`src/rtl/rv32_pkg.sv`:
```
// Shared definitions for the RV32IM decode-to-execute control stage:
// ALU operation codes, base opcodes, the decoded control bundle and the
// output buffer state encoding.
package rv32_pkg;

  localparam int XLEN = 32;

  // ALU operation codes, matching the integer ALU encoding
  localparam logic [4:0] ALU_ADD    = 5'd0;
  localparam logic [4:0] ALU_SLL    = 5'd1;
  localparam logic [4:0] ALU_SLT    = 5'd2;
  localparam logic [4:0] ALU_SLTU   = 5'd3;
  localparam logic [4:0] ALU_XOR    = 5'd4;
  localparam logic [4:0] ALU_SRL    = 5'd5;
  localparam logic [4:0] ALU_OR     = 5'd6;
  localparam logic [4:0] ALU_AND    = 5'd7;
  localparam logic [4:0] ALU_SUB    = 5'd8;
  localparam logic [4:0] ALU_SRA    = 5'd13;
  localparam logic [4:0] ALU_FWD    = 5'd16;
  localparam logic [4:0] ALU_MUL    = 5'd24;
  localparam logic [4:0] ALU_MULH   = 5'd25;
  localparam logic [4:0] ALU_MULHSU = 5'd26;
  localparam logic [4:0] ALU_MULHU  = 5'd27;
  localparam logic [4:0] ALU_DIV    = 5'd28;
  localparam logic [4:0] ALU_DIVU   = 5'd29;
  localparam logic [4:0] ALU_REM    = 5'd30;
  localparam logic [4:0] ALU_REMU   = 5'd31;

  // Base opcodes (instr[6:0])
  localparam logic [6:0] OPC_LUI    = 7'b0110111;
  localparam logic [6:0] OPC_AUIPC  = 7'b0010111;
  localparam logic [6:0] OPC_JAL    = 7'b1101111;
  localparam logic [6:0] OPC_JALR   = 7'b1100111;
  localparam logic [6:0] OPC_BRANCH = 7'b1100011;
  localparam logic [6:0] OPC_LOAD   = 7'b0000011;
  localparam logic [6:0] OPC_STORE  = 7'b0100011;
  localparam logic [6:0] OPC_OP_IMM = 7'b0010011;
  localparam logic [6:0] OPC_OP     = 7'b0110011;

  // funct7 values that carry meaning
  localparam logic [6:0] F7_BASE   = 7'b0000000;
  localparam logic [6:0] F7_ALT    = 7'b0100000;
  localparam logic [6:0] F7_MULDIV = 7'b0000001;

  // Decoded control bundle handed to the execute stage
  typedef struct packed {
    logic [4:0]      alu_op;
    logic            op1_sel;
    logic            op2_sel;
    logic [XLEN-1:0] imm;
    logic [4:0]      rs1;
    logic [4:0]      rs2;
    logic [4:0]      rd;
    logic            reg_write;
    logic            mem_read;
    logic            mem_write;
    logic            branch;
    logic            jump;
    logic            illegal;
  } decoded_t;

  // One buffered entry: decoded controls plus the instruction address
  typedef struct packed {
    decoded_t        dec;
    logic [XLEN-1:0] pc;
  } entry_t;

  typedef enum logic [1:0] {
    BUF_EMPTY = 2'd0,
    BUF_ONE   = 2'd1,
    BUF_TWO   = 2'd2
  } buf_state_t;

endpackage

```
`src/rtl/rv32_decode.sv`:
```
// Purely combinational RV32IM instruction decoder: instruction word in,
// decoded control bundle out. Register indices that the format does not
// use are reported as zero so downstream hazard logic never sees phantom
// dependencies. Shift-immediates report the shamt as the immediate.
module rv32_decode
  import rv32_pkg::*;
(
  input  logic [XLEN-1:0] instr,
  output decoded_t        dec
);

  logic [6:0]      opcode;
  logic [2:0]      funct3;
  logic [6:0]      funct7;
  logic [XLEN-1:0] imm_i;
  logic [XLEN-1:0] imm_s;
  logic [XLEN-1:0] imm_b;
  logic [XLEN-1:0] imm_u;
  logic [XLEN-1:0] imm_j;
  logic [XLEN-1:0] imm_shamt;

  assign opcode    = instr[6:0];
  assign funct3    = instr[14:12];
  assign funct7    = instr[31:25];
  assign imm_i     = {{20{instr[31]}}, instr[31:20]};
  assign imm_s     = {{20{instr[31]}}, instr[31:25], instr[11:7]};
  assign imm_b     = {{19{instr[31]}}, instr[31], instr[7], instr[30:25], instr[11:8], 1'b0};
  assign imm_u     = {instr[31:12], 12'b0};
  assign imm_j     = {{11{instr[31]}}, instr[31], instr[19:12], instr[20], instr[30:21], 1'b0};
  assign imm_shamt = {27'b0, instr[24:20]};

  // Decode the instruction class, then squash side effects of illegal encodings
  always_comb begin
    logic bad;
    bad = 1'b0;
    dec = '0;
    case (opcode)
      OPC_OP: begin
        dec.rs1       = instr[19:15];
        dec.rs2       = instr[24:20];
        dec.rd        = instr[11:7];
        dec.reg_write = 1'b1;
        if (funct7 == F7_BASE) begin
          dec.alu_op = {2'b00, funct3};
        end else if (funct7 == F7_MULDIV) begin
          dec.alu_op = {2'b11, funct3};
        end else if (funct7 == F7_ALT && (funct3 == 3'b000 || funct3 == 3'b101)) begin
          dec.alu_op = {2'b01, funct3};
        end else begin
          bad = 1'b1;
        end
      end
      OPC_OP_IMM: begin
        dec.rs1       = instr[19:15];
        dec.rd        = instr[11:7];
        dec.reg_write = 1'b1;
        dec.op2_sel   = 1'b1;
        dec.alu_op    = {2'b00, funct3};
        dec.imm       = imm_i;
        if (funct3 == 3'b001) begin
          dec.imm = imm_shamt;
          if (funct7 != F7_BASE) bad = 1'b1;
        end else if (funct3 == 3'b101) begin
          dec.imm = imm_shamt;
          if (funct7 == F7_ALT) dec.alu_op = ALU_SRA;
          else if (funct7 != F7_BASE) bad = 1'b1;
        end
      end
      OPC_LUI: begin
        dec.rd        = instr[11:7];
        dec.reg_write = 1'b1;
        dec.alu_op    = ALU_FWD;
        dec.op2_sel   = 1'b1;
        dec.imm       = imm_u;
      end
      OPC_AUIPC: begin
        dec.rd        = instr[11:7];
        dec.reg_write = 1'b1;
        dec.alu_op    = ALU_ADD;
        dec.op1_sel   = 1'b1;
        dec.op2_sel   = 1'b1;
        dec.imm       = imm_u;
      end
      OPC_JAL: begin
        dec.rd        = instr[11:7];
        dec.reg_write = 1'b1;
        dec.jump      = 1'b1;
        dec.alu_op    = ALU_ADD;
        dec.op1_sel   = 1'b1;
        dec.op2_sel   = 1'b1;
        dec.imm       = imm_j;
      end
      OPC_JALR: begin
        dec.rs1       = instr[19:15];
        dec.rd        = instr[11:7];
        dec.reg_write = 1'b1;
        dec.jump      = 1'b1;
        dec.alu_op    = ALU_ADD;
        dec.op2_sel   = 1'b1;
        dec.imm       = imm_i;
      end
      OPC_BRANCH: begin
        dec.rs1    = instr[19:15];
        dec.rs2    = instr[24:20];
        dec.branch = 1'b1;
        dec.alu_op = ALU_SUB;
        dec.imm    = imm_b;
      end
      OPC_LOAD: begin
        dec.rs1       = instr[19:15];
        dec.rd        = instr[11:7];
        dec.reg_write = 1'b1;
        dec.mem_read  = 1'b1;
        dec.alu_op    = ALU_ADD;
        dec.op2_sel   = 1'b1;
        dec.imm       = imm_i;
      end
      OPC_STORE: begin
        dec.rs1       = instr[19:15];
        dec.rs2       = instr[24:20];
        dec.mem_write = 1'b1;
        dec.alu_op    = ALU_ADD;
        dec.op2_sel   = 1'b1;
        dec.imm       = imm_s;
      end
      default: begin
        bad = 1'b1;
      end
    endcase
    if (bad) begin
      dec.alu_op    = ALU_ADD;
      dec.reg_write = 1'b0;
      dec.mem_read  = 1'b0;
      dec.mem_write = 1'b0;
      dec.branch    = 1'b0;
      dec.jump      = 1'b0;
      dec.illegal   = 1'b1;
    end
  end

endmodule

```
`src/rtl/alu_ctrl_stage.sv`:
```
// Decode-to-execute control stage. Instructions are decoded combinationally
// on the way in and captured into a two-entry skid buffer (main + skid).
// Every output, including IN_READY, comes straight from a register, so
// there is no combinational path from IN_* or OUT_READY to any output.
module alu_ctrl_stage
  import rv32_pkg::*;
(
  input  logic            CLK,
  input  logic            RESET_N,
  input  logic            IN_VALID,
  output logic            IN_READY,
  input  logic [XLEN-1:0] IN_INSTR,
  input  logic [XLEN-1:0] IN_PC,
  input  logic            FLUSH,
  output logic            OUT_VALID,
  input  logic            OUT_READY,
  output logic [4:0]      ALU_OP,
  output logic            OP1_SEL,
  output logic            OP2_SEL,
  output logic [XLEN-1:0] IMM,
  output logic [4:0]      RS1,
  output logic [4:0]      RS2,
  output logic [4:0]      RD,
  output logic            REG_WRITE,
  output logic            MEM_READ,
  output logic            MEM_WRITE,
  output logic            BRANCH,
  output logic            JUMP,
  output logic            ILLEGAL,
  output logic [XLEN-1:0] OUT_PC
);

  decoded_t   dec_p0;
  entry_t     in_entry_p0;
  entry_t     main_p1;
  entry_t     skid_p1;
  buf_state_t state;
  logic       in_ready_q;
  logic       vld_p1;
  logic       acc;
  logic       take;

  rv32_decode u_decode (
    .instr (IN_INSTR),
    .dec   (dec_p0)
  );

  // ---- stage p0: decoded incoming instruction ----
  assign in_entry_p0 = '{dec: dec_p0, pc: IN_PC};
  assign acc         = IN_VALID & in_ready_q;
  assign take        = vld_p1 & OUT_READY;

  // Skid-buffer FSM; IN_READY and OUT_VALID are registered alongside state.
  // FLUSH outranks both handshakes, so an offer in the flush cycle is dropped.
  always_ff @(posedge CLK or negedge RESET_N) begin
    if (!RESET_N) begin
      state      <= BUF_EMPTY;
      in_ready_q <= 1'b1;
      vld_p1     <= 1'b0;
      main_p1    <= '0;
      skid_p1    <= '0;
    end else if (FLUSH) begin
      state      <= BUF_EMPTY;
      in_ready_q <= 1'b1;
      vld_p1     <= 1'b0;
    end else begin
      case (state)
        BUF_EMPTY: begin
          if (acc) begin
            main_p1 <= in_entry_p0;
            vld_p1  <= 1'b1;
            state   <= BUF_ONE;
          end
        end
        BUF_ONE: begin
          if (acc && take) begin
            main_p1 <= in_entry_p0;
          end else if (acc) begin
            skid_p1    <= in_entry_p0;
            in_ready_q <= 1'b0;
            state      <= BUF_TWO;
          end else if (take) begin
            vld_p1 <= 1'b0;
            state  <= BUF_EMPTY;
          end
        end
        BUF_TWO: begin
          if (take) begin
            main_p1    <= skid_p1;
            in_ready_q <= 1'b1;
            state      <= BUF_ONE;
          end
        end
        default: begin
          vld_p1     <= 1'b0;
          in_ready_q <= 1'b1;
          state      <= BUF_EMPTY;
        end
      endcase
    end
  end

  // ---- stage p1: registered outputs from the main entry ----
  assign IN_READY  = in_ready_q;
  assign OUT_VALID = vld_p1;
  assign ALU_OP    = main_p1.dec.alu_op;
  assign OP1_SEL   = main_p1.dec.op1_sel;
  assign OP2_SEL   = main_p1.dec.op2_sel;
  assign IMM       = main_p1.dec.imm;
  assign RS1       = main_p1.dec.rs1;
  assign RS2       = main_p1.dec.rs2;
  assign RD        = main_p1.dec.rd;
  assign REG_WRITE = main_p1.dec.reg_write;
  assign MEM_READ  = main_p1.dec.mem_read;
  assign MEM_WRITE = main_p1.dec.mem_write;
  assign BRANCH    = main_p1.dec.branch;
  assign JUMP      = main_p1.dec.jump;
  assign ILLEGAL   = main_p1.dec.illegal;
  assign OUT_PC    = main_p1.pc;

endmodule
```
`config.mk`:
```
export PLATFORM = sky130hd
export DESIGN_NAME = alu_ctrl_stage
export DESIGN_NICKNAME = d
export VERILOG_FILES = /design/src/rtl/rv32_pkg.sv /design/src/rtl/rv32_decode.sv /design/src/rtl/alu_ctrl_stage.sv
export SDC_FILE = /design/constraint.sdc
export NUM_CORES = 1
export LEC_CHECK = 0
export ABC_AREA = 1
export BUFFER_PORTS_ARGS = -buffer_cell sky130_fd_sc_hd__buf_4
export CORE_AREA = 2 2 175 177
export CTS_CLUSTER_SIZE = 12
export DETAILED_ROUTE_END_ITERATION = 10
export DIE_AREA = 0 0 177 179
export GPL_TIMING_DRIVEN = 0
export PLACE_DENSITY = 0.58
export RECOVER_POWER = 100
export SYNTH_ARGS = -nofsm -noshare
export SYNTH_HDL_FRONTEND = slang
export SYNTH_SLANG_ARGS = --single-unit
```
`constraint.sdc`:
```
create_clock -name CLK -period 2.16 [get_ports CLK]
set_clock_uncertainty 0.05 [all_clocks]
set_input_delay 0.108 -clock CLK [delete_from_list [all_inputs] [get_ports CLK]]
set_output_delay 0.108 -clock CLK [all_outputs]
set_load 0.005 [all_outputs]
```
**Yosys cells after proc, flatten, opt, wreduce, memory -nomap -nowiden**

Cells that the tools add are included.

- Register bits after elaboration: 188
- Output and inout bits: 94
- Logic and storage cells: 135

- Equality and inequality tests: 27
- Multiplexer cells: 51
- Bitwise operators: 4
- Reductions and logical operators: 22

Operators by type and width:

| cell | count |
|---|---|
| 92-bit two-way mux | 3 |
| 92-bit case mux with 3 select lines | 1 |
| 32-bit case mux with 6 select lines | 1 |
| 32-bit two-way mux | 2 |
| 5-bit two-way mux | 7 |
| 7-bit by 6-bit == test with 1-bit output (second input constant) | 4 |
| 1-bit two-way mux | 22 |
| 7-bit == test (second input constant) | 3 |
| 7-bit OR reduction | 3 |
| 5-bit case mux with 4 select lines | 1 |
| 3-bit != test (second input constant) | 6 |
| 7-bit by 5-bit == test with 1-bit output (second input constant) | 2 |
| 2-bit two-way mux | 6 |
| 6-bit two-way mux | 2 |
| 4-bit AND reduction | 3 |
| 2-bit != test (second input constant) | 5 |
| 5-bit AND reduction | 2 |
| 1-bit case mux with 3 select lines | 3 |
| 4-bit two-way mux | 2 |
| 2-bit OR reduction | 4 |
| 7-bit by 1-bit == test with 1-bit output (second input constant) | 1 |
| 7-bit by 2-bit == test with 1-bit output (second input constant) | 1 |
| 7-bit zero test | 1 |
| 7-bit nonzero test | 1 |
| 15 further kinds | 18 |

**Longest topological paths before layout**

Gate-level depths: netlist of run 1.

- Word-level depth: 10
- Gate-level depth with buffers: 13

**Hierarchy**

Synthesis of run 1 repeated with hierarchy kept, for this count alone.

- Cells, all modules: 1218
- Area total of the unflattened synthesis: 9469.1 µm²

Modules (own cells, without submodules):

| module | instances | cells each | area each (µm²) | sequential area each (µm²) |
|---|---|---|---|---|
| alu_ctrl_stage | 1 | 1035 | 8458.1 | 4705.8 |
| rv32_decode | 1 | 183 | 1011.0 | 0.0 |

**Worst setup path before layout of run 1**

No wires, ideal clock.

- Kind: register to register
- Start: register in_ready_q, in the netlist IN_READY
- End: register main_p1 (netlist bit OUT_PC[10])
- Setup time: 0.130 ns
- Arrival: 1.384 ns
- Data required time: 1.980 ns
- Setup slack: 0.596 ns
- Stages on the path, launching flop included: 10
- Path buffers: 2
- Cells stage by stage: dfstp_2 > nand2_1 > inv_1 > o21ai_1 > nand2_1 > nand2_2 > inv_2 > buf_4 > buf_2 > a31oi_1

- Word-level cells in the longest chain between the ends: 4
- Elaborated cells between the ends (all ways): 5
- Those cells by class: eq/ne: 2; bitwise: 1; reduce/logical: 2

RTL lines:

| element | line | text |
|---|---|---|
| from (decl) | alu_ctrl_stage.sv:38 | `logic in_ready_q;` |
| from (signal assigned) | alu_ctrl_stage.sv:58 | `in_ready_q <= 1'b1;` |
| from (signal assigned) | alu_ctrl_stage.sv:64 | `in_ready_q <= 1'b1;` |
| from (signal assigned) | alu_ctrl_stage.sv:80 | `in_ready_q <= 1'b0;` |
| 1-bit bitwise AND (*) | alu_ctrl_stage.sv:50 | `assign acc = IN_VALID & in_ready_q;` |
| 1-bit logical AND | alu_ctrl_stage.sv:76 | `if (acc && take) begin` |
| 2-bit != test (no source line) | -- |  |
| 5-bit AND reduction (no source line) (*) | -- |  |
| to (signal assigned) | alu_ctrl_stage.sv:70 | `main_p1 <= in_entry_p0;` |
| to (signal assigned) | alu_ctrl_stage.sv:77 | `main_p1 <= in_entry_p0;` |
| to (signal assigned) | alu_ctrl_stage.sv:89 | `main_p1 <= skid_p1;` |
| to (decl) | alu_ctrl_stage.sv:35 | `entry_t main_p1;` |

Mark *: on every way between the ends. The rest lies on a longest branch, timed or not.
A chain may end at the register's enable or synchronous reset.

**Worst setup path in the final report of run 1**

- Start: register state[1]
- End: register skid_p1[28] in the netlist's numbering

- Word-level cells in the longest chain between the ends: 2

RTL lines:

| element | line | text |
|---|---|---|
| from (decl) | alu_ctrl_stage.sv:37 | `buf_state_t state;` |
| from (signal assigned) | alu_ctrl_stage.sv:57 | `state <= BUF_EMPTY;` |
| from (signal assigned) | alu_ctrl_stage.sv:63 | `state <= BUF_EMPTY;` |
| from (signal assigned) | alu_ctrl_stage.sv:72 | `state <= BUF_ONE;` |
| 2-bit by 1-bit == test with 1-bit output | alu_ctrl_stage.sv:67 | `case (state)` |
| 4-bit AND reduction (no source line) | -- |  |
| to (signal assigned) | alu_ctrl_stage.sv:79 | `skid_p1 <= in_entry_p0;` |
| to (decl) | alu_ctrl_stage.sv:36 | `entry_t skid_p1;` |

Every way passes these cells.

==> summary.txt, run 1 <==
Timing
  • Worst-Margin Slew: 1.177 ns
  • Fin Hold WS: 0.03014 ns
  • Setup tns final: 0 ns
  • Period minus WS final: 1.981 ns
  • Setup violators final: 0
  • Fmax: 504.7 MHz
  • Final Hold Fails: 0
  • Fin. max-slew vios: 0
  • RSZ-0062 raised after global routing: no
  • Slew headroom: 21.50%
  • Tcrit/Tclk final: 91.73%

Worst setup path
  • CP Data Required Time: 2.47 ns
  • Reg-to-reg startpoint: state[1]
  • Setup Crit Path Kind: reg -> reg
  • Flop2flop setup slack: 0.18 ns
  • CP endpoint kind: flip-flop
  • CP startpoint kind: flip-flop
  • WP data arrival: 2.29 ns
  • Worst Path Max Fanout: 10
  • Reg2reg path depth: 9
  • Reg2reg end: skid_p1[28]

Pwr
  • Pleak: 5.910 nW
  • Max VDD drop: 0.5800 mV
  • Power Density: 1153 mW/mm^2

Clock network
  • CTS tree: built
  • CTS sink cnt: 188
  • Clk_lat worst skew: 0.43 ns
  • Clock buffer depth: 2
  • Clk root buf: clkbuf_16
  • Worst-path clk slew: 0.07 ns
  • Total CTS buffers: 17
  • Htree depth: 4

GRT
  • Gr ovfl total: 0
  • Total GRT Usage: 17.43%
  • First-pass GRT wire length: 42.43 mm
  • Largest net degree at the start of global routing: 107
  • Initial antenna violation count: 0
  • Vias in the first global route: 7,644

Synth
  • Post-synthesis sequential area ratio: 53.20%
  • Synth Register Bits: 188
  • Library cells used by synthesis: 29
  • Syn Std Cell Area: 0.008845 mm^2
  • Ys Warns: 0
  • Async set or reset register ratio after synthesis: 100.0%
  • Syn_area_per_cell: 7.820 um^2
  • Syn_nets: 1,200
  • Post-synth top area share: 52.91%
  • Gate Count Post-Synth: 1,131
  • Synth Flop Type: dfrtp_1
  • Yosys top cell by area: dfrtp_1
  • Number of enable flip-flop cells after synthesis: 0
  • Ranking of synthesized cells by area: dfrtp_1 53%, nand2_1 18%, nor2_1 5.6%, a21oi_1 3.3%, a31oi_1 3.3%
  • Top cells by count, synth: 418 x nand2_1, 187 x dfrtp_1, 131 x nor2_1
  • Most frequent cell after synthesis: nand2_1

Detailed routing
  • Drt pass-1 iters: 5
  • Residual DRC count: 0
  • Total number of vias: 8,128
  • Antenna viol nets, final: 0
  • DR WL/cell: 15.42 um
  • Total wire length: 27.34 mm
  • 1st-iter DRT viols: 521
  • Vias/cell: 4.584

Flow run
  • Maximum Capacitance Violations: 0

Floorplan
  • Die Height: 179 um
  • Core Region: 0.03003 mm^2
  • Die X: 177 um
  • IO Count: 163
  • Starting Density: 29.45%
  • FP Rows: 64
  • Die area: 0.03168 mm^2

Placement
  • Routability Congestion: 0.8734
  • DP Cell Count: 1,690
  • Placed cell area: 0.01059 mm^2
  • DP HPWL: 19.73 mm
  • Port buffer count: 162

Cells and area
  • Diode count: 0
  • Final design utilization: 38.55%
  • Fraction of layout cells with a size suffix above 1: 17.14%
  • Fill cells: 3,121
  • Final Instance Count excl. Fillers: 1,773
  • P&R area growth vs syn: 30.87%
  • Final Cell Area: 0.01157 mm^2
  • Final nets: 1,433

Run status
  • Run status: finished clean

Hold path
  • Hold Path Origin: IN_INSTR[5]
  • Hold Crit Class: in -> reg
  • WHS Path Cells: 4
  • Hold-critical path endpoint: skid_p1[86]
[stage by stage]
stage	total power [mW]	setup WS, ns
2_1_floorplan	8.022	0.5957
3_3_place_gp	10.38	-0.4097
3_5_place_dp	10.47	0.02523
4_1_cts	13.80	0.09728
5_1_grt	14.38	0.005902
6_report	13.34	0.1786
[kinds of logic (layout without fill, tap and decap cells)]
kind of cell	Yosys count	count (layout)	share of synthesized area [%]
and+or+nand+nor	630	630	28.89
DFF	188	188	53.20
AOI/OAI and AO/OA	183	183	11.39
buffers and inverters	130	376	6.521
[sequential cells by signal, indices dropped and copies added (netlist names), 2 cells and up]
signal / cells
RS2: 5
OUT_PC: 32
RD: 5
RS1: 5
IMM: 32
state: 2
skid_p1: 92
ALU_OP: 5
[final cells by class]
cell class | instances | area [um^2] | share of cell area (%)
tap | 396 | 495.5 | 4.281
clock inverter | 14 | 147.6 | 1.276
multi-input combinational | 813 | 3567 | 30.82
inverter | 66 | 247.7 | 2.140
sequential | 188 | 4706 | 40.65
buffer | 64 | 334.1 | 2.886
timing repair buffer | 214 | 1638 | 14.15
clock buffer | 18 | 439.2 | 3.794
[routing by layer]
layer	wire length (um)	vias to the layer above	GRT usage [%]
li1	-	4093	-
met1	12950	3796	23.87
met2	12840	224	28.45
met3	1281	15	3.287
met4	267	0	4.236
met5	0	-	0
[how the worst max path moves through the flow]
stage                     slack, ns  cells after the start      from          end
after CTS                       0.1                     10  IN_READY    ALU_OP[1]
final                          0.18                      9  state[1]  skid_p1[28]
after global routing          0.006                      6  state[0]   OUT_PC[28]
after detailed placement       0.03                     10  IN_READY    ALU_OP[1]
after global placement        -0.41                      1   RESET_N  skid_p1[49]
after floorplan                0.60                      9  IN_READY   OUT_PC[10]
[critical path, stage by stage, from the launching register on]
cell and delay [ns]:
dfrtp_1 0.42, inv_1 0.11, nand3_1 0.17, nor2_2 0.18
nand2_2 0.15, inv_2 0.24, buf_4 0.24, clkbuf_4 0.22
nand2_1 0.06, nand2_1 0.06
[layout by cell type (no fill, tap or decap), types with 53 or more instances in the layout]
cell,netlist,layout
a21oi_1,59,59
buf_4,7,72
clkbuf_1,25,55
clkbuf_4,0,67
dfrtp_1,187,187
inv_1,56,56
nand2_1,418,418
nand3_1,53,53
nor2_1,131,131
o21ai_0,53,62
[power breakdown]
group	switching, mW	total [mW]	internal (mW)
Combinational	2.55	4.50	1.95
Sequential	0.720	5.65	4.93
Clock	1.52	3.19	1.67
Total	4.79	13.3	8.55
[repair_timing]
item | CTS | global route
endpoints found under the hold margin | 180 | 0
resized for setup | 1 | 3
pin swaps | 0 | 0
hold buffers | 51 | 0
setup buffers | 0 | 0
setup endpoints to repair | 1 | 9
(Power assumes the default switching activity.)
==> run 2, diff against run 1 <==
--- a/config.mk
+++ b/config.mk
@@ -14,6 +14,7 @@
 export GPL_TIMING_DRIVEN = 0
 export PLACE_DENSITY = 0.58
 export RECOVER_POWER = 100
+export REMOVE_ABC_BUFFERS = 1
 export SYNTH_ARGS = -nofsm -noshare
 export SYNTH_HDL_FRONTEND = slang
 export SYNTH_SLANG_ARGS = --single-unit
==> run 2 against run 1 <==
Compared with the run above: the run now ends with max-capacitance violations, max-slew violations left; sequential share of layout area down 0.44 points; routed wire length up 1.7%; clock-buffer cell count unchanged; register-to-register slack worse by 0.06 ns; first-iteration DRC count grew 7.5%; cell count is 2.7% lower; critical path type unchanged.
==> summary.txt, run 2 (synthesis gave the netlist of run 1 again) <==
Run status
  • Run status: finished, violations left
  • Failing checks: max-capacitance violations, max-slew violations

Worst setup path
  • Delay-heaviest family, CP: buffers and inverters
  • CP cell instances: inv_1 > nand3_1 > nor2_4 > nand2_4 > buf_16 > inv_16 > bufbuf_16 > nand3_1 > nand2_1
  • Most frequent CP cell: nand3_1
  • Reg-to-reg startpoint: state[1]
  • Flop2flop setup slack: 0.12 ns
  • WP data arrival: 2.37 ns
  • Reg2reg path depth: 9
  • Crit path buf inv count: 4
  • Setup Crit Path Kind: reg -> reg
  • Worst Path Max Fanout: 33
  • CP Data Required Time: 2.49 ns
  • Setup crit start: state[1]
  • CP endpoint kind: flip-flop
  • Reg2reg end: skid_p1[42]
  • Max stage delay on crit path: 0.47 ns
  • Slowest CP cell: dfrtp_1
  • CP startpoint kind: flip-flop

Floorplan
  • IO Count: 163
  • Starting Density: 29.45%
  • Core Region: 0.03003 mm^2
  • Die area: 0.03168 mm^2
  • Die Height: 179 um
  • FP Rows: 64
  • Die X: 177 um

Cells and area
  • Fill cells: 3,102
  • Final nets: 1,384
  • Max FFs per register: 92
  • Final Instance Count excl. Fillers: 1,725
  • P&R area growth vs syn: 32.31%
  • Commonest non-fill, non-tap cells in the layout: 416 x nand2_1, 187 x dfrtp_1, 131 x nor2_1
  • Commonest non-fill, non-tap cell in the layout: nand2_1
  • Fraction of layout cells with a size suffix above 1: 16.87%
  • Most flops, register: skid_p1

GRT
  • Initial antenna violation count: 0
  • Total GRT Usage: 17.50%
  • Largest net degree at the start of global routing: 76
  • Vias in the first global route: 7,632
  • First-pass GRT wire length: 42.72 mm
  • Gr ovfl total: 0

Flow run
  • Maximum Capacitance Violations: 1

Pwr
  • Max VDD drop: 0.5558 mV
  • Power Density: 1170 mW/mm^2
  • Pleak: 5.933 nW

Timing
  • Setup violators final: 0
  • Fin. max-slew vios: 54
  • Slew headroom: -4.916%
  • Tcrit/Tclk final: 94.31%
  • Final Hold Fails: 0
  • Worst-Margin Slew: 1.574 ns
  • Fmax: 490.9 MHz
  • Setup WS post-layout: 0.1230 ns
  • Period minus WS final: 2.037 ns

Detailed routing
  • Total number of vias: 8,135
  • Total wire length: 27.80 mm
  • Antenna viol nets, final: 0
  • 1st-iter DRT viols: 560
  • Vias/cell: 4.716
  • DR WL/cell: 16.11 um
  • Residual DRC count: 0
  • Drt pass-1 iters: 5

Clock network
  • CTS sink cnt: 188
  • Clk root buf: clkbuf_16
  • Total CTS buffers: 17
  • Clock buffer depth: 2
  • CTS tree: built
  • Worst-path clk slew: 0.08 ns
  • Htree depth: 4
  • Clk_lat worst skew: 0.44 ns

Placement
  • DP HPWL: 16.20 mm
  • Routability Congestion: 0.7878
  • DP Cell Count: 1,632
  • Place WS: -0.6750 ns
  • Port buffer count: 162

Hold path
  • Hold Crit Class: in -> reg
  • WHS Path Cells: 5
  • Hold Path Origin: IN_INSTR[20]
  • Hold-critical path endpoint: skid_p1[53]
run 2: layout make-up:
cell class / count / area, um^2 / share of cell area, %
Clock buffer: 18 / 439.2 / 3.753
Timing Repair Buffer: 226 / 1968 / 16.82
Multi-Input combinational cell: 814 / 3625 / 30.97
Clock inverter: 14 / 146.4 / 1.251
Timing Repair inverter: 2 / 25.02 / 0.2138
Sequential cell: 188 / 4706 / 40.21
Tap cell: 396 / 495.5 / 4.234
Inverter: 66 / 295.3 / 2.523
Antenna cell: 1 / 2.502 / 0.02138
run 2: how the worst max path moves through the flow:
stage | end | depth (start not counted) | slack [ns]
6_report | skid_p1[42] | 9 | 0.12
5_1_grt | skid_p1[90] | 9 | -0.02
4_1_cts | RS2[1] | 9 | 0.006
3_5_place_dp | MEM_WRITE | 9 | -0.68
3_3_place_gp | OUT_VALID | 7 | -4.14
2_1_floorplan | OUT_VALID | 7 | -1.47
run 2: metrics by stage:
stage | utilization [%] | setup TNS (ns) | hold WS (ns) | cell area, um^2 | total power [mW]
6_report | 38.97 | 0 | 0.02721 | 11700 | 13.69
5_1_grt | 38.96 | -0.1226 | 0.05015 | 11700 | 14.75
4_1_cts | 39.00 | 0 | 0.006397 | 11710 | 14.00
3_5_place_dp | 34.78 | -42.15 | 0.02764 | 10450 | 10.32
3_3_place_gp | 34.06 | -576.12 | 0.2646 | 10230 | 10.19
2_1_floorplan | - | -140.31 | -0.2376 | 8516 | 7.888
run 2: routing by layer:
metal	wire length (um)	part of all wire [%]	track usage (%)
met1	12830	46	23.75
met2	13070	47	28.19
met3	1640	5.9	4.347
met4	253	0.91	3.926
met5	0	0	0
run 2: where the power goes:
| part | switching (mW) | internal [mW] | leakage (nW) |
|---|---|---|---|
| Combinational | 2.66 | 2.12 | 3.27 |
| Clock | 1.57 | 1.67 | 0.277 |
| Sequential | 0.740 | 4.93 | 2.38 |
| Total | 4.97 | 8.72 | 5.93 |
run 2: worst min-delay path: cells and delay by family:
family,cells,cell delay [ns]
AO/OA/AOI/OAI,2,0.16
AND/OR/NAND/NOR,2,0.10
buffers and inverters,1,0.09
run 2: repair_timing:
| item | CTS | global route |
|---|---|---|
| setup buffers | 1 | 1 |
| pin swaps | 1 | 2 |
| endpoints found under the setup margin | 118 | 55 |
| hold buffers | 51 | 0 |
| gates cloned | 5 | 2 |
| gates resized for setup | 13 | 7 |
| endpoints found under the hold margin | 203 | 0 |
==> run 3, diff against run 2 <==
--- a/config.mk
+++ b/config.mk
@@ -7,12 +7,12 @@
 export LEC_CHECK = 0
 export ABC_AREA = 1
 export BUFFER_PORTS_ARGS = -buffer_cell sky130_fd_sc_hd__buf_4
-export CORE_AREA = 2 2 175 177
+export CORE_AREA = 2 2 130 132
 export CTS_CLUSTER_SIZE = 12
 export DETAILED_ROUTE_END_ITERATION = 10
-export DIE_AREA = 0 0 177 179
+export DIE_AREA = 0 0 132 134
 export GPL_TIMING_DRIVEN = 0
-export PLACE_DENSITY = 0.58
+export PLACE_DENSITY = 0.88
 export RECOVER_POWER = 100
 export REMOVE_ABC_BUFFERS = 1
 export SYNTH_ARGS = -nofsm -noshare
==> run 3 against run 2 <==
Compared with the run above: clock-buffer cell count did not move; largest cell class unchanged; sequential power rose by 0.9%; highest routed layer unchanged; via count rose by 3.7%; global-route usage rose by 11 points; maximum frequency fell by 1.9%; routed wire length fell by 11%; hold slack got worse by 0.025 ns; the flow now finishes without violations.
==> summary.txt, run 3 (synthesis gave the netlist of run 1 again) <==
Run status
  • Run status: finished clean

Cells and area
  • Most flops, register: skid_p1
  • Commonest non-fill, non-tap cells in the layout: 417 x nand2_1, 187 x dfrtp_1, 131 x nor2_1
  • Commonest non-fill, non-tap cell in the layout: nand2_1
  • Footprint of the multi-input gates: 0.003645 mm^2
  • Fill cells: 1,256
  • Final Cell Area: 0.01136 mm^2
  • Fraction of layout cells with a size suffix above 1: 16.75%
  • Final nets: 1,381
  • Max FFs per register: 92
  • Final Instance Count excl. Fillers: 1,545
  • Final design utilization: 69.73%
  • P&R area growth vs syn: 28.42%
  • Diode count: 0
  • Reg area: 0.004706 mm^2

Worst setup path
  • Reg2reg path depth: 7
  • CP startpoint kind: flip-flop
  • Flop2flop setup slack: 0.08 ns
  • CP endpoint kind: flip-flop
  • Setup crit start: state[1]
  • Crit path capture: state[1]
  • WP data arrival: 2.30 ns
  • Setup Crit Path Kind: reg -> reg
  • CP cell instances: inv_1 > nand3_1 > nor2_4 > buf_4 > buf_4 > nand2_4 > o31ai_1
  • CP Data Required Time: 2.39 ns
  • Most frequent CP cell: buf_4
  • Worst Path Max Fanout: 39
  • Max stage delay on crit path: 0.52 ns
  • Slowest CP cell: dfrtp_1
  • Reg-to-reg startpoint: state[1]
  • Reg2reg end: state[1]

Timing
  • Final Hold Fails: 0
  • Period minus WS final: 2.076 ns
  • Slew headroom: 29.74%
  • Tcrit/Tclk final: 96.10%
  • Fin. max-slew vios: 0
  • Setup violators final: 0
  • Fmax: 481.7 MHz
  • Worst-Margin Slew: 1.054 ns

Placement
  • Routability Congestion: 0.9000
  • DP HPWL: 14.12 mm
  • Placed cell area: 0.01014 mm^2
  • Port buffer count: 162
  • DP Cell Count: 1,453

Floorplan
  • IO Count: 163
  • Core Region: 0.01629 mm^2
  • Die area: 0.01769 mm^2
  • Die Height: 134 um
  • FP Rows: 47
  • Die X: 132 um
  • Starting Density: 54.30%

Detailed routing
  • Residual DRC count: 0
  • Total number of vias: 8,432
  • DR WL/cell: 16.10 um
  • 1st-iter DRT viols: 799
  • Drt pass-1 iters: 6
  • Antenna viol nets, final: 0
  • Total wire length: 24.87 mm
  • Vias/cell: 5.458

Pwr
  • Power Density: 1186 mW/mm^2
  • Pleak: 5.865 nW
  • Max VDD drop: 0.8135 mV
  • Pwr Total: 13.47 mW

Clock network
  • Clock buffer depth: 2
  • Htree depth: 4
  • CTS sink cnt: 188
  • Total CTS buffers: 17
  • CTS tree: built
  • Clk root buf: clkbuf_16
  • Clk_lat worst skew: 0.44 ns
  • Worst-path clk slew: 0.07 ns

Hold path
  • WHS Path Cells: 5
  • Hold Crit Class: in -> reg
  • Hold Path Origin: IN_INSTR[24]

GRT
  • Initial antenna violation count: 0
  • Total GRT Usage: 28.41%
  • First-pass GRT wire length: 40.28 mm
  • Largest net degree at the start of global routing: 113
  • Vias in the first global route: 8,085
  • Gr ovfl total: 0

Flow run
  • Maximum Capacitance Violations: 0
run 3: cell count changes in the layout (fill, tap and decap cells not counted), moves of 3 or more:
cell / previous run / this run
clkinvlp_4: 4 / 1
clkinv_2: 0 / 6
buf_16: 6 / 3
clkinv_4: 0 / 3
clkbuf_4: 72 / 75
o21ai_0: 52 / 55
inv_6: 8 / 3
inv_8: 3 / 0
run 3: metrics by stage:
stage | hold slack [ns] | setup WS, ns | TNS (ns)
finish | 0.002658 | 0.08419 | 0
global route | 0.03543 | -0.01888 | -0.01888
CTS | 0.0008755 | 0.0006530 | 0
detailed placement | 0.07004 | -0.7836 | -65.97
global placement | 0.2621 | -3.585 | -458.83
floorplan | -0.2376 | -1.469 | -140.31
run 3: worst min-delay path by stage:
stage	endpoint	slack (ns)
floorplan	ALU_OP[0]	-0.24
global placement	skid_p1[11]	0.26
detailed placement	OUT_PC[23]	0.07
CTS	skid_p1[47]	0.0009
global route	skid_p1[47]	0.04
finish	skid_p1[47]	0.003
run 3: layout make-up:
type                            count  share of cell area [%]
Clock buffer                       18                   3.778
Clock inverter                     14                   1.256
Inverter                           66                   2.787
Multi-Input combinational cell    815                   32.09
Sequential cell                   188                   41.43
Tap cell                          220                   2.423
Timing Repair Buffer              224                   16.24
run 3: where the power goes:
group,switching [mW],total [mW],internal (mW),leakage (nW)
clock,1.40,3.11,1.71,0.288
sequential,0.779,5.72,4.94,2.39
combinational,2.60,4.64,2.04,3.19
run 3: metal layers:
metal | wire length [um] | track usage (%) | vias to the layer above
met5 | 0 | 0 | -
met4 | 1185 | 15.04 | 0
met3 | 1778 | 5.329 | 84
met2 | 11900 | 45.75 | 375
met1 | 10000 | 36.87 | 3988
li1 | - | - | 3985
run 3: repair_timing:
| action | CTS | global route |
|---|---|---|
| hold endpoints to repair | 176 | 0 |
| gates resized for setup | 14 | 10 |
| setup endpoints to repair | 151 | 119 |
| hold buffers | 51 | 0 |
| buffers inserted | 1 | 4 |
| pin swaps | 2 | 3 |
| cloned | 2 | 2 |
run 3: worst max-delay path: cells and delay by family (launching register included):
family | cells | cell delay (ns)
compound gates | 1 | 0.20
buf+inv | 3 | 0.41
flops | 1 | 0.52
simple gates | 3 | 0.73
